### config.mk
export PLATFORM = sky130hd
export DESIGN_NAME = alu_muldiv_seq
export DESIGN_NICKNAME = d
export VERILOG_FILES = /design/src/rtl/alu_muldiv_seq.sv
export SDC_FILE = /design/constraint.sdc
export NUM_CORES = 1
export LEC_CHECK = 0
export CAP_MARGIN = 10
export CORE_ASPECT_RATIO = 1.1
export CORE_UTILIZATION = 58
export CTS_CLUSTER_DIAMETER = 30
export DETAILED_ROUTE_END_ITERATION = 10
export MAX_ROUTING_LAYER = met4
export PLACE_DENSITY = 0.84
export SLEW_MARGIN = 20
export SYNTH_ARGS = -nofsm -noshare
export SYNTH_HDL_FRONTEND = slang
export SYNTH_SLANG_ARGS = --single-unit
export TNS_END_PERCENT = 5
### constraint.sdc
create_clock -name clk -period 6.8 [get_ports clk]
set_input_delay 0.68 -clock clk [delete_from_list [all_inputs] [get_ports clk]]
set_output_delay 0.68 -clock clk [all_outputs]
set_load 0.05 [all_outputs]
### src/rtl/alu_muldiv_seq.sv
// alu_muldiv_seq: multi-cycle sequencer for unsigned multiply (low half) and
// unsigned restoring divide. It borrows the shared W-bit ALU for one add or
// subtract per cycle. While it owns the ALU (RUN), alu_sel steers the ALUC mux
// to alu_a/alu_b/alu_ctrl.
//
// Handshake: start/op/a/b are sampled only in IDLE. busy is high in RUN and
// DONE. done is a one-cycle pulse in the cycle after DONE, and it marks
// result/remainder/div_zero as valid. Those three outputs hold until the next
// completion or reset. A start seen while busy is dropped.
//
// Optional feature: define MULDIV_EARLY_EXIT_EN to let MUL finish as soon as
// the remaining multiplier bits are all zero (b==0 skips RUN entirely).
module alu_muldiv_seq #(
    parameter int         W       = 16,
    parameter logic [3:0] ALU_ADD = 4'd0,
    parameter logic [3:0] ALU_SUB = 4'd1
) (
    input  logic         clk,
    input  logic         rst_n,
    input  logic         start,
    input  logic         op,
    input  logic [W-1:0] a,
    input  logic [W-1:0] b,
    output logic         busy,
    output logic         done,
    output logic [W-1:0] result,
    output logic [W-1:0] remainder,
    output logic         div_zero,
    output logic         alu_sel,
    output logic [W-1:0] alu_a,
    output logic [W-1:0] alu_b,
    output logic [3:0]   alu_ctrl,
    input  logic [W-1:0] alu_result
);

    localparam int CW = $clog2(W);

    typedef enum logic [1:0] {
        IDLE = 2'd0,
        RUN  = 2'd1,
        DONE = 2'd2
    } state_t;

    state_t         r_state;
    logic [CW-1:0]  r_count;
    logic           r_op;        // 0 = MUL, 1 = DIVU
    logic [W-1:0]   r_acc;
    logic [W-1:0]   r_mcand;
    logic [W-1:0]   r_mplier;
    logic [W-1:0]   r_rem;
    logic [W-1:0]   r_q;
    logic [W-1:0]   r_div;
    logic           r_done;
    logic [W-1:0]   r_result;
    logic [W-1:0]   r_remainder;
    logic           r_div_zero;

    logic [W-1:0]   w_div_r;
    logic           w_qbit;
    logic [W-1:0]   w_rem_nxt;
    logic [W-1:0]   w_q_nxt;
    logic [W-1:0]   w_acc_nxt;
    logic [W-1:0]   w_mplier_nxt;
    logic           w_last;

    // Next-iteration values for both algorithms; the ALU result feeds back in the same cycle.
    always_comb begin
        // Shift the next dividend bit into the partial remainder. A set rem MSB means
        // the true remainder is at least 2^W > divisor, so the W-bit wrapped
        // difference is still the right answer.
        w_div_r      = {r_rem[W-2:0], r_q[W-1]};
        w_qbit       = r_rem[W-1] | (w_div_r >= r_div);
        w_rem_nxt    = w_qbit ? alu_result : w_div_r;
        w_q_nxt      = {r_q[W-2:0], w_qbit};
        w_acc_nxt    = r_mplier[0] ? alu_result : r_acc;
        w_mplier_nxt = r_mplier >> 1;
        w_last       = (r_count == CW'(W - 1));
`ifdef MULDIV_EARLY_EXIT_EN
        if (!r_op && (w_mplier_nxt == '0)) begin
            w_last = 1'b1;
        end
`endif
    end

    // ALU operand/control drive: active only in RUN, zero otherwise.
    always_comb begin
        alu_sel  = 1'b0;
        alu_a    = '0;
        alu_b    = '0;
        alu_ctrl = 4'd0;
        if (r_state == RUN) begin
            alu_sel = 1'b1;
            if (r_op) begin
                alu_a    = w_div_r;
                alu_b    = r_div;
                alu_ctrl = ALU_SUB;
            end else begin
                alu_a    = r_acc;
                alu_b    = r_mcand;
                alu_ctrl = ALU_ADD;
            end
        end
    end

    // Sequencer FSM, iteration datapath and result registers.
    always_ff @(posedge clk or negedge rst_n) begin
        if (!rst_n) begin
            r_state     <= IDLE;
            r_count     <= '0;
            r_op        <= 1'b0;
            r_acc       <= '0;
            r_mcand     <= '0;
            r_mplier    <= '0;
            r_rem       <= '0;
            r_q         <= '0;
            r_div       <= '0;
            r_done      <= 1'b0;
            r_result    <= '0;
            r_remainder <= '0;
            r_div_zero  <= 1'b0;
        end else begin
            // The done pulse trails the single DONE cycle by one clock.
            r_done <= (r_state == DONE);
            case (r_state)
                IDLE: begin
                    if (start) begin
                        r_op     <= op;
                        r_count  <= '0;
                        r_acc    <= '0;
                        r_mcand  <= a;
                        r_mplier <= b;
                        r_rem    <= '0;
                        r_q      <= a;
                        r_div    <= b;
                        if (op && (b == '0)) begin
                            r_state     <= DONE;
                            r_result    <= '1;
                            r_remainder <= a;
                            r_div_zero  <= 1'b1;
                        end
`ifdef MULDIV_EARLY_EXIT_EN
                        else if (!op && (b == '0)) begin
                            r_state     <= DONE;
                            r_result    <= '0;
                            r_remainder <= '0;
                            r_div_zero  <= 1'b0;
                        end
`endif
                        else begin
                            r_state <= RUN;
                        end
                    end
                end
                RUN: begin
                    r_count <= r_count + CW'(1);
                    if (r_op) begin
                        r_rem <= w_rem_nxt;
                        r_q   <= w_q_nxt;
                    end else begin
                        r_acc    <= w_acc_nxt;
                        r_mcand  <= r_mcand << 1;
                        r_mplier <= w_mplier_nxt;
                    end
                    if (w_last) begin
                        r_state     <= DONE;
                        r_result    <= r_op ? w_q_nxt : w_acc_nxt;
                        r_remainder <= r_op ? w_rem_nxt : '0;
                        r_div_zero  <= 1'b0;
                    end
                end
                DONE: begin
                    r_state <= IDLE;
                end
                default: begin
                    r_state <= IDLE;
                end
            endcase
        end
    end

    assign busy      = (r_state == RUN) || (r_state == DONE);
    assign done      = r_done;
    assign result    = r_result;
    assign remainder = r_remainder;
    assign div_zero  = r_div_zero;

endmodule

## Word-level counts from Yosys, hierarchy flattened

Index checks and enable logic that the tools add are counted.

| storage, ports and cells | value |
|---|---|
| output and inout port bits | 72 |
| bits in registers | 137 |
| input port bits | 52 |
| word-level logic and storage cells | 77 |

| cells by class | value |
|---|---|
| reduce and logical (&&, ||, !) cells | 11 |
| order comparisons | 1 |
| equal/unequal tests | 8 |
| muxes and demuxes | 42 |
| add/subtract/negate cells | 1 |
| bitwise operators | 1 |

Operators by type and width:

| cell | count |
|---|---|
| $mux W16 | 22 |
| $pmux W16 S2 | 7 |
| $ge A16 B16 Y1 | 1 |
| $logic_not A16 Y1 | 1 |
| $ne A2 B2 Y1 const B | 5 |
| $pmux W4 S2 | 1 |
| $mux W1 | 6 |
| $mux W2 | 3 |
| $reduce_and A2 Y1 | 3 |
| $reduce_and A3 Y1 | 2 |
| $add A4 B1 Y4 const B | 1 |
| $eq A4 B4 Y1 const B | 1 |
| $mux W4 | 1 |
| $pmux W2 S2 | 1 |
| $reduce_and A4 Y1 | 1 |
| $eq A2 B1 Y1 const B | 1 |
| $eq A2 B2 Y1 const B | 1 |
| $logic_not A2 Y1 | 1 |
| $pmux W1 S2 | 1 |
| $reduce_bool A2 Y1 | 1 |
| $logic_and A1 B1 Y1 | 1 |
| $logic_or A1 B1 Y1 | 1 |
| $or A1 B1 Y1 | 1 |

## Logic depth before layout (Yosys ltp)

Gate-level depths: netlist of run 1.

| logic depth | value |
|---|---|
| depth after elaboration | 6 |
| gate-level depth with buffers | 10 |
| mapped depth without buffers | 8 |

## Least setup slack after synthesis of run 1

No wires, ideal clock.

| timing | value |
|---|---|
| path kind | register to output |
| start point | register r_state[1] |
| end point | output port alu_a[0] |
| data required time | 6.120 ns |
| setup slack | 3.780 ns |
| cell stages (with the launch flop) | 8 |
| data arrival time | 2.340 ns |
| cells stage by stage | dfrtp_1 -> inv_1 -> ha_1 -> buf_2 -> inv_1 -> clkbuf_1 -> clkbuf_1 -> nor2_1 |

| between the ends | value |
|---|---|
| cells in the longest elaborated chain, start to end | 2 |

RTL lines:

| item | line | RTL |
|---|---|---|
| start, declared | 44 | `state_t r_state;` |
| start signal, assigned | 108 | `r_state <= IDLE;` |
| start signal, assigned | 136 | `r_state <= DONE;` |
| start signal, assigned | 150 | `r_state <= RUN;` |
| $eq A2 B1 Y1 | 91 | `if (r_state == RUN) begin` |
| $mux W16 | 91 |  |
| end, declared | 30 | `output logic [W-1:0] alu_a,` |

No other way between the ends.

## Final worst setup path of run 1

| timing | value |
|---|---|
| start point | register r_state[1] |
| end point | output port alu_b[15] |

| between the ends | value |
|---|---|
| cells in the longest elaborated chain, start to end | 2 |

RTL lines:

| item | line | RTL |
|---|---|---|
| $eq A2 B1 Y1 | 91 |  |
| $mux W16 | 91 |  |
| end, declared | 31 | `output logic [W-1:0] alu_b,` |

No other way between the ends.

==> results of run 1 <==
==> synthesized netlist by cell type, types with 4 or more instances <==
master / n
sky130_fd_sc_hd__o22ai_1: 4
sky130_fd_sc_hd__nor2b_1: 17
sky130_fd_sc_hd__nand2_1: 75
sky130_fd_sc_hd__buf_2: 7
sky130_fd_sc_hd__dfrtp_1: 137
sky130_fd_sc_hd__a21oi_1: 38
sky130_fd_sc_hd__a31oi_1: 18
sky130_fd_sc_hd__inv_1: 21
sky130_fd_sc_hd__mux2_2: 33
sky130_fd_sc_hd__o21ai_0: 74
sky130_fd_sc_hd__nand4_1: 4
sky130_fd_sc_hd__nor2_1: 55
sky130_fd_sc_hd__a22o_1: 18
sky130_fd_sc_hd__a21o_1: 4
sky130_fd_sc_hd__buf_1: 4
sky130_fd_sc_hd__o21ai_1: 8
sky130_fd_sc_hd__clkbuf_1: 37
sky130_fd_sc_hd__mux2i_1: 95
sky130_fd_sc_hd__ha_1: 20
==> critical path: cells and delay by family (launching register included) <==
kind / cells / cell delay, ns
buffers and inverters: 4 / 1.85
DFF: 1 / 0.38
and+or+nand+nor: 1 / 0.21
adders and majority gates: 1 / 0.49
==> per-stage QoR <==
step	area, µm²	power, mW	setup slack, ns
after floorplan	7120	2.39	3.78
after global placement	8350	2.78	2.98
after global routing	8920	3.97	2.70
after CTS	8920	3.76	2.76
after detailed placement	8350	2.86	2.82
final	8920	3.78	2.78
==> layout make-up <==
type | instances | area, µm²
Timing Repair Buffer | 127 | 1250
Tap cell | 154 | 193
Fill cell | 851 | 3060
Multi-Input combinational cell | 501 | 3400
Inverter | 21 | 78.8
Sequential cell | 137 | 3430
Clock inverter | 11 | 125
Clock buffer | 20 | 447
==> worst paths after layout <==
| check | to |
|---|---|
| setup / recovery | alu_b[15] |
| setup reg to reg | remainder[10] |
| hold / removal | r_acc[2] |
| min in group clk | r_mplier[4] |
| max in group asynchronous | r_rem[0] |
| hold reg to reg | r_mplier[4] |
==> state kept, by name, summed over array words and instances (netlist names), 16 cells and up <==
register,cells
r_rem,16
result,16
r_div,16
r_mplier,16
r_mcand,16
r_acc,16
remainder,16
r_q,16
==> routing by layer <==
layer | share of wire (%) | up-vias | GRT usage, %
met2 | 49 | 280 | 51.2
met4 | 2.6 | 0 | 12.8
met3 | 8.1 | 49 | 5.81
met5 | 0 | - | -
met1 | 41 | 2942 | 44.0
li1 | - | 2695 | -
==> logic make-up after synthesis <==
| logic type | Yosys count |
|---|---|
| multiplexers | 128 |
| flip-flops | 137 |
| AO/OA/AOI/OAI | 175 |
| other | 1 |
| AND/OR/NAND/NOR | 174 |
| adder cells (fa/ha/maj) | 20 |
| XOR/XNOR | 1 |
| buffers and inverters | 74 |
==> power by group through the flow <==
| stage | combinational [mW] | clock [mW] | sequential [mW] |
|---|---|---|---|
| after global routing | 1.69 | 0.938 | 1.34 |
| after detailed placement | 1.54 | 0 | 1.32 |
| after floorplan | 1.17 | 0 | 1.22 |
| after global placement | 1.48 | 0 | 1.30 |
| after CTS | 1.56 | 0.901 | 1.31 |
| final | 1.56 | 0.897 | 1.32 |
==> parameters.txt, run 1 <==
Parameter                              Value

Clocking
  CTS Hold Buffers Added ... 0
  CTS sink count ... around 140
  Clk Tree Root Cell ... sky130_fd_sc_hd__clkbuf_16
  CTS tree ... done
  Maximum clock insertion buffer count ... 2
  Clock latency at the later pin of the worst-skew pair ... approximately 0.42 ns
  Clock buffers created by TritonCTS ... 17
  CTS clk-pin slew, worst paths ... about 0.060 ns
  Setup Fix Bufs, Post-CTS ... 0
  Cells resized by post-CTS repair ... 0
  Count of H-tree levels built during CTS ... 4

Setup path
  Critical path arrival ... around 3.3 ns
  Cell occurring most often along the worst timing path ... sky130_fd_sc_hd__inv_1
  Worst Reg-to-Reg Cells ... 9
  Kind of start point of the critical path ... register
  Required @ worst endpoint ... approximately 6.1 ns
  Setup CP Type ... reg2out
  Origin of the worst setup path ... r_state[1]
  CP max FO ... 37
  Cell breakdown of the critical path ... inv_1 > ha_4 > inv_1 > buf_4 > nor2_1 > clkdlybuf4s50_1
  Stage delay of the slowest cell on the critical path ... ~0.83 ns
  Cell type of the slowest stage on the worst timing path ... sky130_fd_sc_hd__clkdlybuf4s50_1
  Worst flop-to-flop path startpoint ... r_state[1]
  CP Capture Type ... output port
  Worst reg-to-reg setup slack ... 3.13 ns

Yosys
  Post-synthesis cell type count ... 45
  Synthesized-area fraction occupied by adder cells ... under 10%
  Share of the synthesized area in the top cell type ... 48.2%
  Combinational family with the most area after synthesis ... multiplexers
  EDFF count, synth ... 0
  Multiplexer fraction of the synthesized cell area ... around a fifth
  Synth Area in Compound Gates ... between 10% and 20%
  Number of warnings issued by yosys ... 0
  Synthesized instance count ... 710
  Predominant post-synthesis flop cell ... sky130_fd_sc_hd__dfrtp_1
  Seq cells post-synth ... 137
  Part of the Yosys area used for sequential elements ... 48.2%
  Cells taking the most area after synthesis ... sky130_fd_sc_hd__dfrtp_1, sky130_fd_sc_hd__mux2i_1, sky130_fd_sc_hd__mux2_2, sky130_fd_sc_hd__o21ai_0, sky130_fd_sc_hd__nand2_1
  Post-synthesis simple-gate area fraction ... a little over a tenth
  Mean cell area of the mapped netlist ... ~10 µm²
  Biggest area consumer among synthesized cells ... sky130_fd_sc_hd__dfrtp_1
  Cell area after technology mapping ... about 7000 µm²
  Fraction of synthesis flops using an asynchronous set or reset pin ... 100%
  Share of the synthesized netlist area taken by xor and xnor gates ... less than 1%

Drt
  First-pass detailed-route iteration total ... 5
  Routed Wire Length ... roughly 20 mm
  DRC violation total after the first TritonRoute iteration ... around 470
  Via Count ... 5966
  Routed vias/inst ... between 6 and 7
  Remaining routing DRC violations ... 0
  Routed Antenna Nets ... 0
  Detail-routed net length per standard cell ... about 20 µm

Timing
  Slew Viols, Final ... 0
  Tightest Pin Transition ... 1.10 ns
  Clock Skew ... just under 0.007 ns
  Final hold vios ... 0
  Min Hold Slack ... around 0.33 ns
  Setup violators final ... 0
  Total negative setup slack ... 0 ns
  Tightest slew margin relative to the limit ... 26.6%
  Shortest clock period the worst path allows after layout ... between 4 and 5 ns
  Final worst path period share ... between 50 and 60%
  Setup repair after global routing missed its margin ... false
  Fmax ... between 0.2 and 0.25 GHz

Power
  Pwr Density ... 423 nW/µm²
  Leakage ... 3.81 nW
  Part of the total power dissipated in sequential elements ... 34.8%
  Switching power share of the total ... roughly two fifths
  Cell Int Power ... roughly 2.2 mW
  Gate power share ... about two fifths
  Clk network pwr share ... a little under a quarter
  Power dissipated by switching net loads ... 1.58 mW
  Max IR drop VDD ... between 0.3 and 0.4 mV

Placed design
  Cell count after placement ... 940
  Port-buffer cells ... 120
  Final RePlAce weighted congestion ... about 0.90
  Final HPWL DP ... 13.2 mm

Global routing
  GRT Resource Usage Total ... about a third
  Via count of the first global-routing pass ... 6024
  Wire length of the first global-routing pass ... 31.3 mm
  Largest net degree at the start of global routing ... 90
  Number of antenna violations at the first check in global routing ... 0
  Overall overflow remaining after global route ... 0

Finish
  Total number of nets in the final design ... just under 900
  Final core utilization ... around three quarters
  Area overhead of the layout relative to synthesis ... 25.5%
  Most common cell after layout, fill and taps aside ... sky130_fd_sc_hd__dfrtp_1
  Inserted Diodes ... 0
  Commonest cells after routing, fill and taps aside ... sky130_fd_sc_hd__dfrtp_1, sky130_fd_sc_hd__clkdlybuf4s50_1, sky130_fd_sc_hd__mux2i_1
  Fraction of layout instances using a drive strength above 1 ... a little under a tenth
  Non-filler cells in the finished layout ... 971

Die
  Initial Util ... between 50% and 60%
  Height of the chip ... between 100 and 150 µm
  Overall die width ... ~110 µm
  Top-Level Pins ... around 120
  Total die area ... between 10000 and 15000 µm²
  Core Region ... between 10000 and 15000 µm²
  Number of placement rows ... 42

Hold path
  Worst hold-check path type ... in2async

Job
  Maximum capacitance violations ... 0

Run status
  Run status ... completed
Note: power is estimated with default switching activity, not from simulation.
==> run 2, diff against run 1 <==
Settings changed: CORE_UTILIZATION 58 to 48, PLACE_DENSITY 0.84 to 0.74.
Clock period 6.8 ns to 3.5 ns, I/O delays scaled along.
==> parameters.txt, run 2 (synthesized netlist as in run 1, its figures left out) <==
Parameter                              Value

Finish
  Commonest cells after routing, fill and taps aside ... sky130_fd_sc_hd__dfrtp_1, sky130_fd_sc_hd__mux2i_1, sky130_fd_sc_hd__clkdlybuf4s50_1
  Non-filler cells in the finished layout ... 1016 (+4.6%)
  Most common cell after layout, fill and taps aside ... sky130_fd_sc_hd__dfrtp_1
  Inserted Diodes ... 0 (unchanged)
  Fraction of layout instances using a drive strength above 1 ... 13.6% (+4.4 points)
  Total number of nets in the final design ... 884 (+0.80%)
  Final core utilization ... 64.9% (-9.6 points)
  Area overhead of the layout relative to synthesis ... 31.9%
  Non-Filler Cell Area, Final ... 9380 µm² (+5.1%)

Clocking
  Setup Fix Bufs, Post-CTS ... 0 (unchanged)
  Cells resized by post-CTS repair ... 0 (unchanged)
  CTS sink count ... 137 (unchanged)
  Clk Tree Root Cell ... sky130_fd_sc_hd__clkbuf_16
  CTS clk-pin slew, worst paths ... 0.06 ns (about the same)
  Clock latency at the later pin of the worst-skew pair ... 0.43 ns (about the same)
  Clock buffers created by TritonCTS ... 17 (unchanged)
  Count of H-tree levels built during CTS ... 4 (unchanged)
  CTS Hold Buffers Added ... 0 (unchanged)
  Maximum clock insertion buffer count ... 2 (unchanged)
  CTS tree ... done

Placed design
  Final RePlAce weighted congestion ... 0.845 (-6.0%)
  Cell count after placement ... 985 (+4.8%)
  Final HPWL DP ... 14.0 mm (+5.8%)
  Port-buffer cells ... 120 (unchanged)
  Instance area after placement ... 8780 µm² (+5.2%)

Global routing
  Via count of the first global-routing pass ... 5784 (-4.0%)
  Largest net degree at the start of global routing ... 67 (-26%)
  GRT Resource Usage Total ... 27.5% (-5.8 points)
  Number of antenna violations at the first check in global routing ... 0 (unchanged)
  Wire length of the first global-routing pass ... 31.4 mm (+0.44%)
  Overall overflow remaining after global route ... 0 (unchanged)

Power
  Leakage ... 4.00 nW (+5.2%)
  Max IR drop VDD ... 0.456 mV (+42%)
  Pwr Density ... 810 nW/µm² (+91%)

Timing
  Setup violators final ... 0 (unchanged)
  Final worst path period share ... roughly 88%
  Fmax ... approximately 0.33 GHz
  Min Hold Slack ... 0.0360 ns (-0.289 ns)
  Tightest slew margin relative to the limit ... 34.2% (+7.6 points)
  Setup repair after global routing missed its margin ... false
  Slew Viols, Final ... 0 (unchanged)
  Tightest Pin Transition ... 0.987 ns (-0.113 ns)
  Total negative setup slack ... 0 ns (unchanged)
  Clock Skew ... 0.0104 ns (+0.00357 ns)
  Final hold vios ... 0 (unchanged)
  Shortest clock period the worst path allows after layout ... 3.07 ns

Setup path
  Cell type of the slowest stage on the worst timing path ... sky130_fd_sc_hd__clkdlybuf4s50_1
  CP max FO ... 24 (-35%)
  Kind of start point of the critical path ... register
  Critical path arrival ... 2.72 ns (-0.62 ns)
  Cell breakdown of the critical path ... buf_4 > and2_1 > clkdlybuf4s50_1
  Required @ worst endpoint ... 3.15 ns (-2.97 ns)
  Stage delay of the slowest cell on the critical path ... 0.86 ns (+0.03 ns)
  CP Capture Type ... output port
  Setup CP Type ... reg2out

Drt
  Routed Wire Length ... 19.6 mm (+0.49%)
  First-pass detailed-route iteration total ... 5 (unchanged)
  Detail-routed net length per standard cell ... 19.3 µm (-4.0%)
  DRC violation total after the first TritonRoute iteration ... 458 (-3.4%)
  Routed Antenna Nets ... 0 (unchanged)
  Routed vias/inst ... 5.75 (-6.4%)
  Via Count ... 5841 (-2.1%)
  Remaining routing DRC violations ... 0 (unchanged)

Die
  Number of placement rows ... 46 (+9.5%)
  Core Region ... 14400 µm² (+21%)
  Top-Level Pins ... 124 (unchanged)
  Total die area ... 15300 µm² (+20%)
  Height of the chip ... 130 µm (+9.8%)
  Overall die width ... 118 µm (+9.7%)
  Initial Util ... 49.2% (-10 points)

Hold path
  Worst hold-check path type ... in2async

Run status
  Run status ... completed

Job
  Maximum capacitance violations ... 0 (unchanged)
[run 2: worst paths after layout]
check                      cells after the start  slack, ns           end        start
min in group clk                               2       0.49   r_mplier[7]  r_mplier[7]
min reg2reg                                    2       0.49   r_mplier[7]  r_mplier[7]
max reg2reg                                    8       0.66  remainder[8]     r_rem[8]
max in group asynchronous                      2       2.44          r_op        rst_n
min                                            1       0.04      r_acc[1]        rst_n
max                                            3       0.43   alu_ctrl[0]         r_op
[run 2: worst max-delay path: cells and delay by family, from the launching register on]
family        cells  cell delay (ns)
buf+inv           2             1.33
simple gates      1             0.34
flops             1             0.61
[run 2: per-stage QoR]
stage | worst slack (ns) | total power [mW]
5_1_grt | 0.356 | 8.01
2_1_floorplan | 0.696 | 4.64
3_5_place_dp | 0.682 | 5.77
6_report | 0.430 | 7.59
4_1_cts | 0.444 | 7.59
3_3_place_gp | 0.720 | 5.65
[run 2: metal layers]
layer  GRT usage (%)  vias up  share of wire, %
li1                -     2696                 -
met1            37.2     2901                45
met2            42.4      218                48
met3            4.40       26               5.7
met4            8.75        0               1.5
met5               -        -                 0
[run 2: report_power, final]
part | leakage [nW] | switching (mW) | internal, mW
combinational | 2.05 | 1.95 | 1.32
clock | 0.283 | 0.658 | 1.15
sequential | 1.67 | 0.453 | 2.06
total | 4.00 | 3.07 | 4.53
[run 2: area by class of cell]
class	count	area, µm²
fill	1126	5070
timing repair buffer	134	1640
inverter	21	78.8
clock inverter	8	120
clock buffer	23	468
tap	192	240
sequential	137	3430
multi-input combinational	501	3400
